`config.mk`:
```
export PLATFORM = sky130hd
export DESIGN_NAME = rr_grant_arbiter_flat
export DESIGN_NICKNAME = d
export VERILOG_FILES = /design/src/rtl/rr_grant_arbiter_if.sv /design/src/rtl/rr_grant_arbiter.sv /design/src/flat_wrapper.sv
export SDC_FILE = /design/constraint.sdc
export NUM_CORES = 1
export LEC_CHECK = 0
export CAP_MARGIN = 5
export CELL_PAD_IN_SITES_DETAIL_PLACEMENT = 2
export CELL_PAD_IN_SITES_GLOBAL_PLACEMENT = 2
export CORE_UTILIZATION = 35
export CTS_BUF_LIST = sky130_fd_sc_hd__clkbuf_4 sky130_fd_sc_hd__clkbuf_8
export CTS_CLUSTER_DIAMETER = 40
export DETAILED_ROUTE_END_ITERATION = 16
export PLACE_DENSITY = 0.8
export SYNTH_ARGS = -nofsm -noshare
export SYNTH_HDL_FRONTEND = slang
export SYNTH_SLANG_ARGS = --single-unit
export TNS_END_PERCENT = 1
```
`constraint.sdc`:
```
create_clock -name clk -period 4.8 [get_ports clk]
set_input_delay 0.96 -clock clk [delete_from_list [all_inputs] [get_ports clk]]
set_output_delay 0.96 -clock clk [all_outputs]
set_load 0.005 [all_outputs]
```
`src/rtl/rr_grant_arbiter_if.sv`:
```
// Request/grant bundle between requesters and the round-robin arbiter.
// The arbiter uses the slave side; the requesting environment uses master.
interface rr_grant_arbiter_if;
  logic [7:0] req;
  logic [7:0] gnt;
  logic [2:0] gnt_idx;
  logic       gnt_valid;
  logic       timeout;

  modport master (
    output req,
    input  gnt,
    input  gnt_idx,
    input  gnt_valid,
    input  timeout
  );

  modport slave (
    input  req,
    output gnt,
    output gnt_idx,
    output gnt_valid,
    output timeout
  );
endinterface

```
`src/rtl/rr_grant_arbiter.sv`:
```
// Eight-way round-robin arbiter with registered one-hot grant,
// hold-limit timeout and a one-cycle turnaround gap between grants.
module rr_grant_arbiter #(
  parameter int N_REQ    = 8,
  parameter int MAX_HOLD = 16
) (
  input  logic               clk,
  input  logic               reset,
  rr_grant_arbiter_if.slave  bus
);

  localparam int IW = 3;
  localparam int CW = $clog2(MAX_HOLD);

  typedef enum logic [1:0] {
    S_IDLE,
    S_GRANT,
    S_GAP
  } state_e;

  state_e           state_q, state_d;
  logic [IW-1:0]    ptr_q, ptr_d;
  logic [CW-1:0]    cnt_q, cnt_d;
  logic [N_REQ-1:0] gnt_q, gnt_d;
  logic [IW-1:0]    gnt_idx_q, gnt_idx_d;
  logic             gnt_valid_q, gnt_valid_d;
  logic             timeout_q, timeout_d;

  logic             win_found;
  logic [IW-1:0]    win_idx;
  logic [IW-1:0]    cand;
  logic             owner_req;
  logic             hold_done;

  // Scan downward so the lowest offset from ptr wins.
  always_comb begin
    win_found = 1'b0;
    win_idx   = '0;
    cand      = '0;
    for (int k = N_REQ - 1; k >= 0; k--) begin
      cand = ptr_q + IW'(k);
      if (bus.req[cand]) begin
        win_found = 1'b1;
        win_idx   = cand;
      end
    end
  end

  assign owner_req = bus.req[gnt_idx_q];
  assign hold_done = (cnt_q == CW'(MAX_HOLD - 1));

  always_comb begin
    state_d     = state_q;
    ptr_d       = ptr_q;
    cnt_d       = cnt_q;
    gnt_d       = gnt_q;
    gnt_idx_d   = gnt_idx_q;
    gnt_valid_d = gnt_valid_q;
    timeout_d   = 1'b0;
    unique case (state_q)
      S_IDLE, S_GAP: begin
        if (win_found) begin
          state_d     = S_GRANT;
          gnt_d       = {{(N_REQ-1){1'b0}}, 1'b1} << win_idx;
          gnt_idx_d   = win_idx;
          gnt_valid_d = 1'b1;
          cnt_d       = '0;
        end else begin
          state_d     = S_IDLE;
          gnt_d       = '0;
          gnt_idx_d   = '0;
          gnt_valid_d = 1'b0;
        end
      end
      S_GRANT: begin
        if (!owner_req || hold_done) begin
          state_d     = S_GAP;
          gnt_d       = '0;
          gnt_idx_d   = '0;
          gnt_valid_d = 1'b0;
          ptr_d       = gnt_idx_q + IW'(1);
          timeout_d   = owner_req;
        end else if (cnt_q != '1) begin
          cnt_d = cnt_q + CW'(1);
        end
      end
      default: begin
        state_d     = S_IDLE;
        gnt_d       = '0;
        gnt_idx_d   = '0;
        gnt_valid_d = 1'b0;
      end
    endcase
  end

  always_ff @(posedge clk or posedge reset) begin
    if (reset) begin
      state_q     <= S_IDLE;
      ptr_q       <= '0;
      cnt_q       <= '0;
      gnt_q       <= '0;
      gnt_idx_q   <= '0;
      gnt_valid_q <= 1'b0;
      timeout_q   <= 1'b0;
    end else begin
      state_q     <= state_d;
      ptr_q       <= ptr_d;
      cnt_q       <= cnt_d;
      gnt_q       <= gnt_d;
      gnt_idx_q   <= gnt_idx_d;
      gnt_valid_q <= gnt_valid_d;
      timeout_q   <= timeout_d;
    end
  end

  assign bus.gnt       = gnt_q;
  assign bus.gnt_idx   = gnt_idx_q;
  assign bus.gnt_valid = gnt_valid_q;
  assign bus.timeout   = timeout_q;

  a_onehot: assert property (
    @(posedge clk) disable iff (reset) $onehot0(gnt_q));
  a_valid: assert property (
    @(posedge clk) disable iff (reset) gnt_valid_q == (|gnt_q));
  a_to_excl: assert property (
    @(posedge clk) disable iff (reset) !(timeout_q && gnt_valid_q));

endmodule

```
`src/flat_wrapper.sv`:
```
// flat-port wrapper written by rule: the top's interface ports become plain ports
module rr_grant_arbiter_flat 
#(
  parameter int N_REQ    = 8,
  parameter int MAX_HOLD = 16
)
  (clk, reset, bus_req, bus_gnt, bus_gnt_idx, bus_gnt_valid, bus_timeout);
  rr_grant_arbiter_if bus_i ();
  input  logic clk;
  input  logic reset;
  input wire logic [$bits(bus_i.req)-1:0] bus_req;
  output wire logic [$bits(bus_i.gnt)-1:0] bus_gnt;
  output wire logic [$bits(bus_i.gnt_idx)-1:0] bus_gnt_idx;
  output wire logic [$bits(bus_i.gnt_valid)-1:0] bus_gnt_valid;
  output wire logic [$bits(bus_i.timeout)-1:0] bus_timeout;
  assign bus_i.req = bus_req;
  assign bus_gnt = bus_i.gnt;
  assign bus_gnt_idx = bus_i.gnt_idx;
  assign bus_gnt_valid = bus_i.gnt_valid;
  assign bus_timeout = bus_i.timeout;
  rr_grant_arbiter #(.N_REQ(N_REQ), .MAX_HOLD(MAX_HOLD)) u_core (.clk(clk), .reset(reset), .bus(bus_i));
endmodule
```
==> summary.md, run 1 <==
| Metric | Value |
|---|---|
| Status | complete, no violations |
| Post-Layout Inst Area | 1980 um2 |
| Clock Skew | 0.00295 ns |
| Final setup fails | 0 |
| Post-CTS Setup Inserts | 0 |
| Number of synthesized flops with an enable pin | 0 |
| Skew-Pair Late Insertion Delay | 0.26 ns |
| NumNets Final | 194 |
| First-pass DRT Iterations | 4 |
| Starting Density | 37.3% |
| Worst Tran Pin Value | 0.815 ns |
| Overall routing resource usage | 21.3% |
| Register area share after synthesis | 31.5% |
| Row count | 24 |
| Synth cell types | 45 |
| Die ar. | 5050 um2 |
| R2r endpoint | u_core.bus.gnt[6]$_DFFE_PP0P_ |
| Detail Placement HPWL | 3.87 mm |
| Synth warn | 0 |
| Global-route wire length before repair | 8.38 mm |
| Rel. slew slack | 45.6% |
| Hold crit path type | register to register |
| CP Launch Point | u_core.ptr_q[0]$_DFFE_PP0P_ |
| Share of the cycle needed by the critical path after routing | 79.9% |
| Fin. max-slew vios | 0 |
| Vias in the first global route | 1575 |
| Diode count | 0 |
| Worst VDD drop | 0.405 mV |
| Min Hold Slack | 0.501 ns |
| DP Cell Count | 227 |
| I/O pins | 23 |
| Tmin final | 3.84 ns |
| Critical path arrival | 3.99 ns |
| Async set-reset flop share out of synthesis | 100% |
| Crit-path max FO | 15 |
| CP Capture Type | register |
| Routed length per instance | 21.4 um |
| R2R depth | 9 |
| # port buffers | 22 |
| Initial antenna violation count | 0 |
| Non-Filler Instances | 231 |
| Placeable Area | 4470 um2 |
| Clk slew on worst S/H paths | 0.08 ns |
| H-tree depth | 1 |
| #FFs+latches synth | 21 |
| Drt total wl | 4.95 mm |
| Post-synth top area share | 31.5% |
| Placed Area | 1930 um2 |
| Root buf cell | clkbuf_8 |
| Setup crit start kind | register |
| Final ANT Viol Nets | 0 |
| CTS Hold Buffers Added | 0 |
| Resize count post-CTS | 0 |
| CTS sink cnt | 21 |
| Cells after Synth | 159 |
| CTS buffer count | 3 |
| Top FF cell, synth | dfrtp_1 |
| Setup_tns | 0 ns |
| Main area contributors after synthesis | dfrtp_1, mux4_2, mux2i_1 |
| Via count | 1429 |
| Hold Violations, Final | 0 |
| Flop2flop setup slack | 0.96 ns |
| Area leader, netlist | dfrtp_1 |
| Synth Cell Area | 1670 um2 |
| Largest net degree at the start of global routing | 22 |
| Syn Nets | 173 |
| Worst reg2reg startpoint | u_core.ptr_q[0]$_DFFE_PP0P_ |
| Mean Syn Cell Area | 10.5 um2 |
| Pleak | 0.828 nW |
| RePlAce Congestion | 0.849 |
| Clock buffer depth | 2 |
| Max cap viols | 0 |
| Initial DRC count | 60 |
| Worst setup path endpoint | u_core.bus.gnt[6]$_DFFE_PP0P_ |
| CP Class | register to register |
| CTS tree | built |
| Total grt overflow | 0 |
| Drc violations | 0 |
| Die Ht | 71.1 um |
| Fmax | 261 MHz |
| WP data required | 4.95 ns |
| Area Overhead vs Synth | 18.6% |
| Layout cells sized above 1 | 14.5% |
| Die width | 71.1 um |
| Power Density | 823 nW/um2 |
| Post-DR vias/cell | 6.19 |
| RSZ-0062 raised after global routing | false |
-- worst min-delay path by stage --
stage,slack [ns],startpoint,depth (start not counted),end
2_1_floorplan,0.47,u_core.cnt_q[0]$_DFFE_PP0P_,1,u_core.cnt_q[0]$_DFFE_PP0P_
3_3_place_gp,0.47,u_core.bus.gnt[4]$_DFFE_PP0P_,2,u_core.bus.gnt[4]$_DFFE_PP0P_
3_5_place_dp,0.49,u_core.bus.gnt[3]$_DFFE_PP0P_,1,u_core.bus.gnt[3]$_DFFE_PP0P_
4_1_cts,0.51,u_core.bus.gnt[7]$_DFFE_PP0P_,1,u_core.bus.gnt[7]$_DFFE_PP0P_
5_1_grt,0.52,u_core.bus.gnt[3]$_DFFE_PP0P_,1,u_core.bus.gnt[3]$_DFFE_PP0P_
6_report,0.50,u_core.bus.gnt[1]$_DFFE_PP0P_,2,u_core.bus.gnt[1]$_DFFE_PP0P_
-- cell families (layout without fill, tap and decap cells) --
logic type	count (synthesis)	count (layout)	share of synthesized area, %
AO/OA/AOI/OAI	42	42	19.9
AND/OR/NAND/NOR	42	42	10.9
flip-flops	21	21	31.5
multiplexers	25	25	26.4
buffers and inverters	18	38	4.64
adder cells (fa/ha/maj)	4	4	3.00
XOR/XNOR	7	7	3.67
-- sequential cells by signal, summed over array words and instances (netlist names) --
| register | flops |
|---|---|
| u_core.bus.timeout | 1 |
| u_core.bus.gnt_idx | 3 |
| u_core.ptr_q | 3 |
| u_core.state_q | 2 |
| u_core.bus.gnt | 8 |
| u_core.cnt_q | 4 |
-- layer usage --
| metal | routed length, um | GRT usage [%] | vias up |
|---|---|---|---|
| li1 | - | - | 655 |
| met1 | 2100 | 28.1 | 750 |
| met2 | 2670 | 38.7 | 22 |
| met3 | 146 | 2.28 | 2 |
| met4 | 27 | 2.67 | 0 |
| met5 | 0 | 0 | - |
-- worst max-delay path, cell delays in order, from the launching register on --
cell	delay, ns
dfrtp_1	0.73
inv_1	0.23
ha_1	0.54
mux4_2	0.62
a22oi_1	0.25
o22ai_1	0.11
nor3_1	0.34
o21ai_0	0.33
and2_1	0.30
a32o_1	0.27
-- where the power goes --
group | switching, mW | internal (mW)
sequential | 0.0898 | 0.231
combinational | 0.659 | 0.534
clock | 0.0587 | 0.0577
total | 0.807 | 0.823
-- placed cells by master, fill, tap and decap left out, types with 3 or more instances in the layout --
cell,Yosys,routed
ha_1,4,4
a22o_1,3,3
xor2_1,5,5
o31ai_1,3,3
dfrtp_1,21,21
clkbuf_8,0,3
mux2i_1,7,7
mux4_2,12,12
a21oi_1,4,4
buf_4,0,3
a32o_1,4,4
nor2_1,13,13
nand2_1,17,17
o21ai_0,7,7
nor3_1,3,3
clkdlybuf4s50_1,0,22
inv_1,9,9
mux2_2,3,3
-- cell type report --
class	count	area [um2]
clock inverters	1	5.00
flip-flops and latches	21	526
fillers	482	2490
well taps	52	65.1
repair buffers	25	243
multi-input cells	120	1070
inverters	9	33.8
clock buffers	3	41.3
-- stage by stage --
step           power (mW)  util [%]  setup WS, ns
2_1_floorplan        1.20         -          1.22
3_3_place_gp         1.44      43.2         0.951
3_5_place_dp         1.52      43.2         0.804
4_1_cts              1.65      44.3         0.926
5_1_grt              1.77      44.3         0.643
6_report             1.63      44.3         0.963
-- synth_stat cells, types with 4 or more instances --
master,count
clkbuf_1,4
mux2i_1,7
dfrtp_1,21
nor2_1,13
inv_1,9
nand2_1,17
a21oi_1,4
ha_1,4
mux4_2,12
a32o_1,4
o21ai_0,7
xor2_1,5
Power figures use the tool's default switching activity.
==> run 2, diff against run 1 <==
- clock period: 4.8 -> 3.72 ns (I/O delays scaled with it)
==> run 2 against run 1 <==
- sequential share of layout area shrank 0.30 points
- hold slack lost 0.016 ns
- sequential cell count is the same
- critical path type is now input pin to register
==> summary.md, run 2 (synthesized netlist as in run 1, its figures left out) <==
| Metric | Value |
|---|---|
| Row count | 24 |
| Hold crit path type | register to register |
| Post-DR vias/cell | 6.29 |
| Most common cell after layout, fill and taps aside | clkdlybuf4s50_1 |
| Rel. slew slack | 33.9% |
| First-pass DRT Iterations | 4 |
| Fmax | 292 MHz |
| Worst reg2reg startpoint | u_core.ptr_q[0]$_DFFE_PP0P_ |
| R2R depth | 8 |
| Clk slew on worst S/H paths | 0.08 ns |
| Setup_tns | 0 ns |
| Pleak | 0.842 nW |
| Initial DRC count | 64 |
| Overall routing resource usage | 21.1% |
| CTS sink cnt | 21 |
| Max reg flops | 8 |
| Detail Placement HPWL | 3.92 mm |
| Most frequent cells in the layout | clkdlybuf4s50_1, dfrtp_1, nand2_1 |
| Die ar. | 5050 um2 |
| Critical-path cell list | clkdlybuf4s50_1, mux4_2, mux2_4, or3_1, a311o_1, o2111a_2, a211oi_4, a32o_1 |
| Resize count post-CTS | 0 |
| Total grt overflow | 0 |
| Worst setup path endpoint | u_core.bus.gnt[3]$_DFFE_PP0P_ |
| Power Density | 1070 nW/um2 |
| Setup crit start kind | input pin |
| Tmin final | 3.42 ns |
| R2r endpoint | u_core.bus.gnt[6]$_DFFE_PP0P_ |
| # port buffers | 22 |
| Fill cells | 481 |
| Share of the cycle needed by the critical path after routing | 92.0% |
| Global-route wire length before repair | 8.36 mm |
| Initial antenna violation count | 0 |
| Root buf cell | clkbuf_8 |
| WP data required | 3.92 ns |
| Routed length per instance | 21.0 um |
| Final setup fails | 0 |
| RePlAce Congestion | 0.887 |
| CTS Hold Buffers Added | 0 |
| Clock buffer depth | 2 |
| CP Capture Type | register |
| Die width | 71.1 um |
| CTS buffer count | 3 |
| RSZ-0062 raised after global routing | false |
| Area Overhead vs Synth | 19.9% |
| CTS tree | built |
| I/O pins | 23 |
| Status | complete, no violations |
| Drc violations | 0 |
| Hold Violations, Final | 0 |
| Drt total wl | 4.92 mm |
| Hold path start | u_core.bus.gnt[1]$_DFFE_PP0P_ |
| Clock Skew | 0.00814 ns |
| Fin. max-slew vios | 0 |
| Worst Tran Pin Value | 0.987 ns |
| Skew-Pair Late Insertion Delay | 0.26 ns |
| Flop2flop setup slack | 0.43 ns |
| CP Class | input pin to register |
| Via count | 1472 |
| Post-CTS Setup Inserts | 0 |
| Max cap viols | 0 |
| Diode count | 0 |
| Vias in the first global route | 1635 |
| Placeable Area | 4470 um2 |
| NumNets Final | 197 |
| CP max stage cell | mux4_2 |
| Largest net degree at the start of global routing | 22 |
| Worst VDD drop | 0.448 mV |
| Crit-path max FO | 9 |
| Layout cells sized above 1 | 15.9% |
| H-tree depth | 1 |
| Slowest stage delay, CP | 0.59 ns |
| CP Launch Point | bus_req[6] |
| Min Hold Slack | 0.485 ns |
| Critical path arrival | 3.62 ns |
| Starting Density | 37.3% |
| Die Ht | 71.1 um |
| Final ANT Viol Nets | 0 |
## run 2: cell count changes in the layout (fill, tap and decap cells not counted), sizes merged
cell,previous run,this run
buf,3,6
## run 2: per-layer routing
layer	share of wire, %	up-vias	track usage, %
met5	0	-	0
met4	0.28	0	2.67
met3	3.2	2	2.56
met2	52	27	38.0
met1	44	777	28.0
li1	-	666	-
## run 2: layout make-up
class                           count  area (um2)  share of cell area (%)
Multi-Input combinational cell    120        1070                    53.3
Tap cell                           52        65.1                    3.25
Sequential cell                    21         526                    26.2
Clock buffer                        3        41.3                    2.06
Timing Repair Buffer               28         265                    13.2
Clock inverter                      1        5.00                   0.250
Inverter                            9        33.8                    1.69
## run 2: worst min path at each step
stage	cells past startpoint	to	slack, ns
3_3_place_gp	2	u_core.bus.gnt[5]$_DFFE_PP0P_	0.47
6_report	2	u_core.bus.gnt[1]$_DFFE_PP0P_	0.48
4_1_cts	2	u_core.bus.gnt[1]$_DFFE_PP0P_	0.50
3_5_place_dp	2	u_core.bus.gnt[1]$_DFFE_PP0P_	0.48
5_1_grt	1	u_core.bus.gnt[7]$_DFFE_PP0P_	0.54
2_1_floorplan	1	u_core.cnt_q[0]$_DFFE_PP0P_	0.47
## run 2: report_power, final
group	switching (mW)	total [mW]	internal, mW
Clock	0.0742	0.149	0.0746
Combinational	0.894	1.61	0.720
Sequential	0.0870	0.386	0.299
Total	1.05	2.15	1.09
## run 2: stage by stage
stage	power (mW)	utilization (%)	area, um2	setup slack [ns]	cells
4_1_cts	2.17	44.8	2000	0.295	234
5_1_grt	2.33	44.8	2000	0.178	234
3_3_place_gp	1.92	43.7	1960	0.159	230
2_1_floorplan	1.54	-	1670	0.140	159
6_report	2.15	44.8	2000	0.297	234
3_5_place_dp	2.01	43.7	1960	0.0209	230
## run 2: worst max-delay path, delay by kind of cell
family | cells | cell delay (ns)
AO/OA/AOI/OAI | 4 | 1.16
multiplexers | 2 | 0.90
buffers and inverters | 1 | 0.50
AND/OR/NAND/NOR | 1 | 0.31
==> run 3, diff against run 2 <==
- CELL_PAD_IN_SITES_DETAIL_PLACEMENT: 2 -> 0
- CELL_PAD_IN_SITES_GLOBAL_PLACEMENT: 2 -> 1
- PLACE_DENSITY: 0.8 -> 0.71
- clock period: 3.72 -> 3.1 ns (I/O delays scaled with it)
==> run 3 against run 2 <==
- cell count rose by 11%
- register-to-register slack lost 0.29 ns
- first-iteration DRC count grew 42%
- critical path depth increased by 1
- highest routed layer unchanged
==> summary.md, run 3 (synthesized netlist as in run 1, its figures left out) <==
| Metric | Value |
|---|---|
| Status | complete, no violations |
| Share of the cycle needed by the critical path after routing | 98.3% |
| Clock Skew | 0.0115 ns |
| Post-CTS Setup Inserts | 0 |
| CP Buf/Inv Count | 2 |
| WL met1 | 1.89 mm |
| Fmax | 328 MHz |
| Skew-Pair Late Insertion Delay | 0.26 ns |
| Vias in the first global route | 1525 |
| Global-route wire length before repair | 7.20 mm |
| Tmin final | 3.05 ns |
| First-pass DRT Iterations | 4 |
| Setup crit start kind | input pin |
| Top delay family on crit path | multiplexers |
| Overall routing resource usage | 18.1% |
| # port buffers | 22 |
| Resize count post-CTS | 0 |
| Met2 WL | 2.24 mm |
| Die width | 71.1 um |
| I/O pins | 23 |
| Most common cell after layout, fill and taps aside | buf_4 |
| Met3 WL post-DR | 174 um |
| Via count | 1522 |
| Final Util | 49.3% |
| CP max stage cell | mux4_2 |
| Routed length per instance | 16.7 um |
| CP Capture Type | register |
| Initial antenna violation count | 0 |
| Clock buffer depth | 2 |
| Clk slew on worst S/H paths | 0.08 ns |
| Hold Violations, Final | 0 |
| Critical path arrival | 3.24 ns |
| Critical-path cell list | clkdlybuf4s50_1, mux4_2, mux2_4, or3_1, a311o_1, o2111a_2, a211oi_4, buf_4, a32o_1 |
| Rel. slew slack | 47.3% |
| Die ar. | 5050 um2 |
| Worst VDD drop | 0.699 mV |
| Final setup fails | 0 |
| Top sig layer | met4 |
| NumNets Final | 223 |
| Pre-CTS setup slack | -0.203 ns |
| Hold crit path type | register to register |
| Min Hold Slack | 0.481 ns |
| CTS sink cnt | 21 |
| Max reg flops | 8 |
| Tot Pwr | 2.86 mW |
| Power Density | 1300 nW/um2 |
| CP Class | input pin to register |
| RePlAce Congestion | 0.984 |
| H-tree depth | 1 |
| Row count | 24 |
| WP data required | 3.29 ns |
| Max cap viols | 0 |
| CTS tree | built |
| Initial DRC count | 91 |
| Crit-path max FO | 9 |
| Root buf cell | clkbuf_8 |
| CTS buffer count | 3 |
| RSZ-0062 raised after global routing | false |
| Layout cells sized above 1 | 29.3% |
| Starting Density | 37.3% |
| Setup ws final | 0.0542 ns |
| Die Ht | 71.1 um |
| Placeable Area | 4470 um2 |
| Post-DR vias/cell | 5.85 |
| Area Overhead vs Synth | 32.0% |
| Most frequent cells in the layout | buf_4, dfrtp_1, clkdlybuf4s50_1 |
| Setup_tns | 0 ns |
| Pleak | 0.974 nW |
| Diode count | 0 |
| Largest net degree at the start of global routing | 22 |
| Detail Placement HPWL | 3.37 mm |
| Slowest stage delay, CP | 0.52 ns |
| Drc violations | 0 |
| Worst Tran Pin Value | 0.790 ns |
| Drt total wl | 4.33 mm |
| CTS Hold Buffers Added | 0 |
| Total grt overflow | 0 |
| Final ANT Viol Nets | 0 |
| Fin. max-slew vios | 0 |
-- run 3: layer usage --
| layer | vias up | GRT usage (%) |
|---|---|---|
| li1 | 711 | - |
| met1 | 770 | 24.5 |
| met2 | 37 | 31.4 |
| met3 | 4 | 1.71 |
| met4 | 0 | 4.22 |
| met5 | - | 0 |
-- run 3: report_power, final --
| part | internal (mW) | total, mW | switching [mW] |
|---|---|---|---|
| Combinational | 1.14 | 2.22 | 1.09 |
| Clock | 0.0895 | 0.179 | 0.0893 |
| Sequential | 0.359 | 0.453 | 0.0936 |
| Total | 1.59 | 2.86 | 1.27 |
-- run 3: final timing paths --
path                                               start                                end  slack (ns)  depth (start not counted)
max in group asynchronous                          reset  u_core.bus.gnt_idx[1]$_DFFE_PP0P_        1.79                          2
min in group asynchronous                          reset      u_core.bus.gnt[6]$_DFFE_PP0P_        0.80                          2
hold / removal             u_core.bus.gnt[1]$_DFFE_PP0P_      u_core.bus.gnt[1]$_DFFE_PP0P_        0.48                          2
setup / recovery                              bus_req[6]      u_core.bus.gnt[7]$_DFFE_PP0P_        0.05                          9
setup reg to reg             u_core.ptr_q[1]$_DFFE_PP0P_      u_core.bus.gnt[7]$_DFFE_PP0P_        0.14                         10
hold reg to reg            u_core.bus.gnt[1]$_DFFE_PP0P_      u_core.bus.gnt[1]$_DFFE_PP0P_        0.48                          2
-- run 3: worst min-delay path, stage by stage (launching register included) --
cell and delay, ns:
dfrtp_1 0.35, nand2_1 0.05, o31ai_1 0.05
-- run 3: cell type report --
cell class / instances / area (um2)
fill: 406 / 2270
multi-input combinational: 120 / 1070
sequential: 21 / 526
timing repair buffer: 54 / 465
tap: 52 / 65.1
clock buffer: 3 / 41.3
inverter: 9 / 36.3
clock inverter: 1 / 5.00
-- run 3: stage by stage --
stage,area (um2),instances
after floorplan,1690,159
final,2200,260
after global routing,2200,260
after detailed placement,2150,256
after global placement,2150,256
after CTS,2200,260
